--- src/rtl/wb_arbiter_pkg.sv ---
`default_nettype none
// ============================================================================
// Module      : wb_arbiter_pkg
// Description : Shared Wishbone widths, arbiter state encoding and the
//               two-way round-robin pick function.
// Revision    : 1.0 - initial release
// ============================================================================
package wb_arbiter_pkg;

    localparam int WB_DATA_LEN      = 32;
    localparam int VIRTUAL_ADDR_LEN = 32;

    typedef enum logic [1:0] {
        ST_IDLE  = 2'd0,
        ST_BUS   = 2'd1,
        ST_RESP  = 2'd2,
        ST_DRAIN = 2'd3
    } arb_state_e;

    // Winner id for two requesters: a lone request wins, a tie goes to the
    // requester that did not win last time.
    function automatic logic rr_pick(input logic i_req0, input logic i_req1,
                                     input logic i_last);
        rr_pick = (i_req0 & i_req1) ? ~i_last : ~i_req0;
    endfunction

endpackage
`default_nettype wire

--- src/rtl/wb_arbiter_rr_arb2.sv ---
`default_nettype none
// ============================================================================
// Module      : wb_arbiter_rr_arb2
// Description : Two-way round-robin grant. The grant is combinational from
//               the requests; the last-grant history updates only when the
//               parent actually takes the grant.
// Revision    : 1.0 - initial release
// ============================================================================
module wb_arbiter_rr_arb2 (
    input  logic clk,
    input  logic rstn,
    input  logic i_req0,
    input  logic i_req1,
    input  logic i_take,
    output logic o_grant_valid,
    output logic o_grant_id
);
    import wb_arbiter_pkg::*;

    logic r_last_grant;

    // Current winner from the live requests and the grant history.
    always_comb begin
        o_grant_valid = i_req0 | i_req1;
        o_grant_id    = rr_pick(i_req0, i_req1, r_last_grant);
    end

    // History resets to requester 1 so requester 0 wins the first tie.
    always_ff @(posedge clk or posedge rstn) begin
        if (rstn) begin
            r_last_grant <= 1'b1;
        end else if (i_take) begin
            r_last_grant <= o_grant_id;
        end
    end

endmodule
`default_nettype wire

--- src/rtl/wb_arbiter.sv ---
`default_nettype none
// ============================================================================
// Module      : wb_arbiter
// Description : Arbitrates two requesters onto one Wishbone classic master.
//               One outstanding transaction; every request (read or write)
//               returns exactly one response unless flushed; ack timeout
//               produces an error response.
// Revision    : 1.0 - initial release
// ============================================================================
module wb_arbiter #(
    parameter int WB_DATA_LEN      = wb_arbiter_pkg::WB_DATA_LEN,
    parameter int VIRTUAL_ADDR_LEN = wb_arbiter_pkg::VIRTUAL_ADDR_LEN,
    parameter int TIMEOUT_CYCLES   = 255
) (
    input  logic                        clk,
    input  logic                        rstn,
    input  logic                        flush,
    // requester 0 (LSU router)
    input  logic                        req_valid_0,
    output logic                        req_ready_0,
    input  logic                        req_we_0,
    input  logic [VIRTUAL_ADDR_LEN-1:0] req_adr_0,
    input  logic [WB_DATA_LEN-1:0]      req_dat_0,
    input  logic [WB_DATA_LEN/8-1:0]    req_sel_0,
    output logic                        resp_valid_0,
    input  logic                        resp_ready_0,
    output logic [WB_DATA_LEN-1:0]      resp_dat_0,
    output logic                        resp_err_0,
    // requester 1 (fetch / PTW)
    input  logic                        req_valid_1,
    output logic                        req_ready_1,
    input  logic                        req_we_1,
    input  logic [VIRTUAL_ADDR_LEN-1:0] req_adr_1,
    input  logic [WB_DATA_LEN-1:0]      req_dat_1,
    input  logic [WB_DATA_LEN/8-1:0]    req_sel_1,
    output logic                        resp_valid_1,
    input  logic                        resp_ready_1,
    output logic [WB_DATA_LEN-1:0]      resp_dat_1,
    output logic                        resp_err_1,
    // Wishbone master
    output logic                        wb_cyc_o,
    output logic                        wb_stb_o,
    output logic                        wb_we_o,
    output logic [VIRTUAL_ADDR_LEN-1:0] wb_adr_o,
    output logic [WB_DATA_LEN-1:0]      wb_dat_o,
    output logic [WB_DATA_LEN/8-1:0]    wb_sel_o,
    input  logic                        wb_ack_i,
    input  logic [WB_DATA_LEN-1:0]      wb_dat_i
);
    import wb_arbiter_pkg::*;

    localparam int c_SEL_W = WB_DATA_LEN / 8;
    localparam int c_CNT_W = (TIMEOUT_CYCLES > 1) ? $clog2(TIMEOUT_CYCLES) : 1;
    localparam logic [c_CNT_W-1:0] c_CNT_LAST = c_CNT_W'(TIMEOUT_CYCLES - 1);

    arb_state_e                  r_state;
    logic                        r_gid;
    logic                        r_we;
    logic [VIRTUAL_ADDR_LEN-1:0] r_adr;
    logic [WB_DATA_LEN-1:0]      r_dat;
    logic [c_SEL_W-1:0]          r_sel;
    logic                        r_cyc;
    logic [c_CNT_W-1:0]          r_cnt;
    logic                        r_resp_valid_0;
    logic                        r_resp_valid_1;
    logic [WB_DATA_LEN-1:0]      r_resp_dat;
    logic                        r_resp_err;

    logic w_grant_valid;
    logic w_grant_id;
    logic w_open;
    logic w_take;
    logic w_bus_done;
    logic w_resp_hs;

    // Requests are only offered in IDLE, never while flushing or in reset.
    assign w_open      = (r_state == ST_IDLE) & ~flush & ~rstn;
    assign w_take      = w_open & w_grant_valid;
    assign req_ready_0 = w_take & ~w_grant_id;
    assign req_ready_1 = w_take &  w_grant_id;

    // Bus cycle ends on ack, or on the last allowed cycle without ack.
    assign w_bus_done = wb_ack_i | (r_cnt == c_CNT_LAST);
    assign w_resp_hs  = (r_resp_valid_0 & resp_ready_0) | (r_resp_valid_1 & resp_ready_1);

    wb_arbiter_rr_arb2 u_rr_arb2 (
        .clk           (clk),
        .rstn          (rstn),
        .i_req0        (req_valid_0),
        .i_req1        (req_valid_1),
        .i_take        (w_take),
        .o_grant_valid (w_grant_valid),
        .o_grant_id    (w_grant_id)
    );

    // Transaction FSM: latch request, run one classic cycle, return response.
    always_ff @(posedge clk or posedge rstn) begin
        if (rstn) begin
            r_state        <= ST_IDLE;
            r_gid          <= 1'b0;
            r_we           <= 1'b0;
            r_adr          <= '0;
            r_dat          <= '0;
            r_sel          <= '0;
            r_cyc          <= 1'b0;
            r_cnt          <= '0;
            r_resp_valid_0 <= 1'b0;
            r_resp_valid_1 <= 1'b0;
            r_resp_dat     <= '0;
            r_resp_err     <= 1'b0;
        end else begin
            case (r_state)
                ST_IDLE: begin
                    if (w_take) begin
                        r_state <= ST_BUS;
                        r_gid   <= w_grant_id;
                        r_we    <= w_grant_id ? req_we_1  : req_we_0;
                        r_adr   <= w_grant_id ? req_adr_1 : req_adr_0;
                        r_dat   <= w_grant_id ? req_dat_1 : req_dat_0;
                        r_sel   <= w_grant_id ? req_sel_1 : req_sel_0;
                        r_cyc   <= 1'b1;
                        r_cnt   <= '0;
                    end
                end
                ST_BUS: begin
                    if (w_bus_done) begin
                        r_cyc <= 1'b0;
                        r_cnt <= '0;
                        // A flush coinciding with completion simply drops it.
                        if (flush) begin
                            r_state <= ST_IDLE;
                        end else begin
                            r_state        <= ST_RESP;
                            r_resp_dat     <= (wb_ack_i & ~r_we) ? wb_dat_i : '0;
                            r_resp_err     <= ~wb_ack_i;
                            r_resp_valid_0 <= ~r_gid;
                            r_resp_valid_1 <=  r_gid;
                        end
                    end else begin
                        r_cnt <= r_cnt + 1'b1;
                        if (flush) begin
                            r_state <= ST_DRAIN;
                        end
                    end
                end
                ST_DRAIN: begin
                    // Finish the abandoned cycle on the bus, report nothing.
                    if (w_bus_done) begin
                        r_state <= ST_IDLE;
                        r_cyc   <= 1'b0;
                        r_cnt   <= '0;
                    end else begin
                        r_cnt <= r_cnt + 1'b1;
                    end
                end
                ST_RESP: begin
                    if (flush | w_resp_hs) begin
                        r_state        <= ST_IDLE;
                        r_resp_valid_0 <= 1'b0;
                        r_resp_valid_1 <= 1'b0;
                        r_resp_dat     <= '0;
                        r_resp_err     <= 1'b0;
                    end
                end
                default: begin
                    r_state <= ST_IDLE;
                end
            endcase
        end
    end

    assign wb_cyc_o = r_cyc;
    assign wb_stb_o = r_cyc;
    assign wb_we_o  = r_we;
    assign wb_adr_o = r_adr;
    assign wb_dat_o = r_dat;
    assign wb_sel_o = r_sel;

    assign resp_valid_0 = r_resp_valid_0;
    assign resp_valid_1 = r_resp_valid_1;
    assign resp_dat_0   = r_resp_valid_0 ? r_resp_dat : '0;
    assign resp_dat_1   = r_resp_valid_1 ? r_resp_dat : '0;
    assign resp_err_0   = r_resp_valid_0 & r_resp_err;
    assign resp_err_1   = r_resp_valid_1 & r_resp_err;

endmodule
`default_nettype wire

--- config.mk ---
export PLATFORM = sky130hd
export DESIGN_NAME = wb_arbiter
export DESIGN_NICKNAME = d
export VERILOG_FILES = /design/src/rtl/wb_arbiter_pkg.sv /design/src/rtl/wb_arbiter_rr_arb2.sv /design/src/rtl/wb_arbiter.sv
export SDC_FILE = /design/constraint.sdc
export NUM_CORES = 1
export LEC_CHECK = 0
export ABC_AREA = 0
export BUFFER_PORTS_ARGS = -buffer_cell sky130_fd_sc_hd__buf_2
export CAP_MARGIN = 25
export CELL_PAD_IN_SITES_DETAIL_PLACEMENT = 0
export CELL_PAD_IN_SITES_GLOBAL_PLACEMENT = 1
export CORE_UTILIZATION = 33
export CTS_BUF_LIST = sky130_fd_sc_hd__clkbuf_8
export CTS_CLUSTER_DIAMETER = 60
export DETAILED_ROUTE_END_ITERATION = 7
export PLACE_DENSITY_LB_ADDON = 0.05
export SLEW_MARGIN = 15
export SYNTH_ARGS = -nofsm -noshare
export SYNTH_HDL_FRONTEND = slang
export SYNTH_SLANG_ARGS = --single-unit
--- constraint.sdc ---
create_clock -name clk -period 5.34 [get_ports clk]
set_clock_uncertainty 0.05 [all_clocks]
set_input_delay 0.801 -clock clk [delete_from_list [all_inputs] [get_ports clk]]
set_output_delay 0.801 -clock clk [all_outputs]
set_load 0.02 [all_outputs]
Word-level counts from Yosys, hierarchy flattened
Index checks and enable logic that the tools add are counted.
{"block": "word_totals", "output_inout_bits": 141, "input_bits": 178, "reg_bits": 117, "word_cells": 92}
{"block": "op_classes", "muxes": 35, "n_reduce_logical": 9, "n_addsub": 1, "eq_ne": 11, "bitwise": 23}
{"cell": "$mux 32", "count": 8}
{"cell": "$pmux 32 s2", "count": 1}
{"cell": "$mux 8", "count": 2}
{"cell": "$pmux 8 s2", "count": 1}
{"cell": "$mux 2", "count": 6}
{"cell": "$and 1x1->1", "count": 11}
{"cell": "$mux 1", "count": 11}
{"cell": "$ne 2x2->1 const B", "count": 5}
{"cell": "$add 8x1->8 const B", "count": 1}
{"cell": "$eq 8x8->1 const B", "count": 1}
{"cell": "$not 1->1", "count": 8}
{"cell": "$pmux 1 s2", "count": 4}
{"cell": "$pmux 2 s4", "count": 1}
{"cell": "$reduce_and 4->1", "count": 2}
{"cell": "$eq 2x2->1 const B", "count": 2}
{"cell": "$mux 4", "count": 1}
{"cell": "$or 1x1->1", "count": 4}
{"cell": "$reduce_and 2->1", "count": 2}
{"cell": "$reduce_bool 2->1", "count": 2}
{"cell": "$ne 3x3->1 const B", "count": 1}
{"cell": "$reduce_and 3->1", "count": 1}
{"cell": "$eq 2x1->1 const B", "count": 1}
{"cell": "$logic_not 2->1", "count": 1}
{"cell": "$ne 2x1->1 const B", "count": 1}
{"cell": "$reduce_or 2->1", "count": 1}

Depth between registers and ports, before layout
{"block": "depth", "depth_word": 6, "depth_mapped": 7, "depth_no_buf": 5}

By module
Synthesis repeated with hierarchy kept, for this count alone.
{"block": "unflattened", "cells_unflattened": 603, "hier_area_um2": 5858.1}
{"module": "wb_arbiter", "cells_per_inst": 596, "instances": 1, "area_each_um2": 5794.3, "seq_area_each_um2": 2902.8}
{"module": "wb_arbiter_rr_arb2", "cells_per_inst": 7, "instances": 1, "area_each_um2": 63.8, "seq_area_each_um2": 26.3}

Worst setup path after synthesis
No wires, ideal clock.
{"block": "synth_path", "path_type": "input-to-output", "start": "input flush", "end": "output req_ready_0", "t_arrival_ns": 1.752, "path_slack_ns": 2.737, "path_buffers": 2, "stages": 5, "cell_sequence": "nor4_4 nand2_1 buf_2 buf_2 nor2_2"}
{"block": "synth_between", "elab_chain_len": 5}
{"item": "start, declared", "line": "wb_arbiter.sv:17", "text": "input logic flush,"}
{"item": "$not 1->1", "line": "wb_arbiter.sv:77", "text": "assign w_open = (r_state == ST_IDLE) & ~flush & ~rstn;"}
{"item": "$and 1x1->1 (2 in a row)", "line": "wb_arbiter.sv:77"}
{"item": "$and 1x1->1", "line": "wb_arbiter.sv:78", "text": "assign w_take = w_open & w_grant_valid;"}
{"item": "$and 1x1->1", "line": "wb_arbiter.sv:79", "text": "assign req_ready_0 = w_take & ~w_grant_id;"}
{"item": "end, declared", "line": "wb_arbiter.sv:20", "text": "output logic req_ready_0,"}
No other way between the ends.

Final worst setup path
{"block": "layout_path", "start": "register r_state[0]", "end": "output req_ready_1"}
{"block": "layout_between", "elab_chain_len": 5}
{"item": "start, declared", "line": "wb_arbiter.sv:56", "text": "arb_state_e r_state;"}
{"item": "start signal, assigned", "line": "wb_arbiter.sv:99", "text": "r_state <= ST_IDLE;"}
{"item": "start signal, assigned", "line": "wb_arbiter.sv:115", "text": "r_state <= ST_BUS;"}
{"item": "start signal, assigned", "line": "wb_arbiter.sv:131", "text": "r_state <= ST_IDLE;"}
{"item": "$logic_not 2->1", "line": "wb_arbiter.sv:77"}
{"item": "$and 1x1->1 (2 in a row)", "line": "wb_arbiter.sv:77"}
{"item": "$and 1x1->1", "line": "wb_arbiter.sv:78"}
{"item": "$and 1x1->1", "line": "wb_arbiter.sv:80", "text": "assign req_ready_1 = w_take & w_grant_id;"}
{"item": "end, declared", "line": "wb_arbiter.sv:31", "text": "output logic req_ready_1,"}
No other way between the ends.

==> metrics <==
outcome completed; Critical Path Start Type flip-flop; Final Cycle Share 0.536; Setup Viol. Count Final 0; RSZ-0062 raised after global routing false; Max-Cap Viols 0; worst path arrival time 2.01 ns; Max-slew headroom 0.306; Starting DRT DRC Count 165; die width 136 µm; die area 0.0184 mm²; Hold WC Path Type input pin to async pin; Async SR Flop Fraction 1.00; Post-synth top flop dfrtp_1; dpl hpwl 12500 µm; Synth Area in XOR/XNOR 0.00148; vias after detailed routing 5113; Synth Cell Area 0.00591 mm²; DR vias/cell 4.48; simple-gate portion of the synthesized area 0.172; clock power share 0.243; clock-pin slew on the worst setup and hold paths 0.07 ns; drt total wl 16800 µm; setup TNS 0 ns; IO Port Bufs 318; Num CTS Buffers 17; Ys Warns 0; clock tree buffer depth 2; largest family of logic cells by synthesized area multiplexers; fmax 349 MHz; Core Rows 48; internal power 2.38 mW; Net Switching 1.55 mW; worst path cell trace nor4_4 -> and2_0 -> and2_1 -> buf_2; DP Area 0.00762 mm²; Initial Utilization 0.339; Post-route DRC 0; Synth Instances 598; CTS tree yes; Tmin final 2.86 ns; Slew @ Worst Pin 1.04 ns; Reg power frac 0.370; Req. time, crit path 4.49 ns; initial antenna violation count 3; global-route wire length before repair 26100 µm; Nets 1082; Detailed Routing Iterations Pass 1 4; Leak Pwr 4.68 nW; Final Power 3.93 mW; Worst path max stage delay 0.51 ns; sequential share of the synthesized area 0.496; Net Count, Synth 778; synthesis-to-layout area growth 37.7%; WS Path Type flip-flop to output port; worst skew pair latency 0.43 ns; total number of H-tree levels 4; mux share of post-synthesis cell area 0.179; Yosys reg bits 117; setup bufs post-CTS 0; EDFF count, synth 0; share of cells above drive strength 1 0.406; Design Area, Final 0.00814 mm²; Cell Pwr Density 483 mW/mm²; CP max-delay cell dfrtp_1; Cells after DPL 1106; Netlist cell types 39; clk root buf clkbuf_8; Avg Cell Area, Syn 9.88 µm²; I/O Pins 319; Cell Count, Final, Fillers Out 1141; final hold violation count 0; largest net degree at the start of global routing 112; Synth Area in Adders 0.00424; utilization after layout 0.467; GRT Total Usage 0.186; combinational share of power 0.387; WL/cell 14.7 µm; switching share of power 0.394; Worst Path Max Fanout 10; hold buffer count at cts 0; vias in the first global route 5057; clk sink count 117; compound-cell area share of the yosys netlist 0.0877; Critical Path End Type output port; post-route ant nets 0; PostCTS Resize Cnt 0; Die Y 136 µm; core area 0.0174 mm²; grt total ovfl 0; maximum resistive drop on vdd 0.000222 V; routability cong. 0.780; Slew Viols, Final 0
[cell usage after synthesis (2+ instances only)]
library cell  instances  area, µm²
nor2_1                9       33.8
ha_1                  2       25.0
nand3_1               5       25.0
a21o_1                5       37.5
buf_2                11       55.1
buf_12                3       60.1
clkbuf_1             23       86.3
dfrtp_1             116       2900
and2_1               67        419
mux2i_1             101       1010
o21ai_0              76        380
mux2_4                3       45.0
a21oi_1               4       20.0
nand2_1             111        417
nor3_1                2       10.0
inv_1                36        135
or3_1                 2       12.5
[area by class of cell]
type	instances	area (µm²)
inverter	36	138
timing repair buffer	324	1670
fill	1719	9280
multi-input combinational	406	2650
tap	225	282
sequential	117	2930
clock buffer	21	289
antenna	2	5.00
clock inverter	10	176
[worst paths after layout]
kind | start | slack (ns) | depth (start not counted) | end
min in group clk | wb_dat_o[16] | 0.42 | 2 | wb_dat_o[16]
min | rstn | 0.28 | 2 | r_gid
max | r_state[0] | 2.48 | 4 | req_ready_1
max in group asynchronous | rstn | 3.79 | 4 | wb_adr_o[22]
max reg2reg | resp_valid_0 | 2.97 | 5 | r_resp_err
min reg2reg | wb_dat_o[16] | 0.42 | 2 | wb_dat_o[16]
[through the flow]
stage	hold WS, ns	setup WS (ns)
after detailed placement	0.416	2.46
after global placement	0.409	2.52
final	0.281	2.48
after CTS	0.431	2.43
after floorplan	0.427	1.39
after global routing	0.259	2.31
[critical path, delay by kind of cell (launching register included)]
family,cells,cell delay (ns)
simple gates,3,0.92
flops,1,0.51
buf+inv,1,0.16
[power groups by stage]
stage | clock network, mW | registers, mW | logic (mW)
global placement | 0 | 1.46 | 1.53
global route | 1.03 | 1.51 | 1.67
detailed placement | 0 | 1.47 | 1.55
floorplan | 0 | 1.66 | 0.791
CTS | 0.984 | 1.46 | 1.54
finish | 0.955 | 1.46 | 1.52
[cells in the final DEF, fill, tap and decap left out, drive strengths merged]
| cell type | count |
|---|---|
| a21o | 6 |
| mux2 | 3 |
| o22ai | 1 |
| nor3b | 1 |
| a41o | 1 |
| clkbuf | 21 |
| nand2 | 111 |
| nand4 | 1 |
| nor2b | 2 |
| a22o | 1 |
| nand3 | 5 |
| nor4 | 2 |
| o221a | 1 |
| mux2i | 101 |
| buf | 324 |
| o21ai | 76 |
| and2 | 68 |
| diode | 2 |
| dfstp | 1 |
| a22oi | 1 |
| and4 | 1 |
| xor2 | 1 |
| or2 | 1 |
| inv | 37 |
| or3 | 2 |
| nor2 | 10 |
| dfrtp | 116 |
| ha | 2 |
| nand2b | 1 |
| a21oi | 4 |
| clkinv | 3 |
| bufinv | 5 |
| clkinvlp | 1 |
| nor3 | 2 |
| a41oi | 1 |
[kinds of logic after synthesis]
logic type	after synthesis
adders and majority gates	2
buffers and inverters	75
DFF	117
muxes	104
AOI/OAI and AO/OA	92
and+or+nand+nor	207
xor gates and xnor gates	1
[registers in the layout, indices dropped and copies added (netlist names)]
| signal | cells |
|---|---|
| r_resp_dat | 32 |
| wb_adr_o | 32 |
| wb_dat_o | 32 |
| r_cnt | 8 |
| wb_sel_o | 4 |
| r_state | 2 |
| r_gid | 1 |
| r_resp_err | 1 |
| resp_valid_0 | 1 |
| resp_valid_1 | 1 |
| u_rr_arb2.r_last_grant | 1 |
| wb_cyc_o | 1 |
| wb_we_o | 1 |
[layer usage]
layer / part of all wire / GRT usage / vias to the layer above
met2: 0.49 / 0.306 / 204
met4: 0.015 / 0.0680 / 2
met1: 0.41 / 0.214 / 2304
met3: 0.090 / 0.0786 / 18
li1: - / - / 2585
met5: 0.00077 / 0 / -
(Power assumes the default switching activity.)
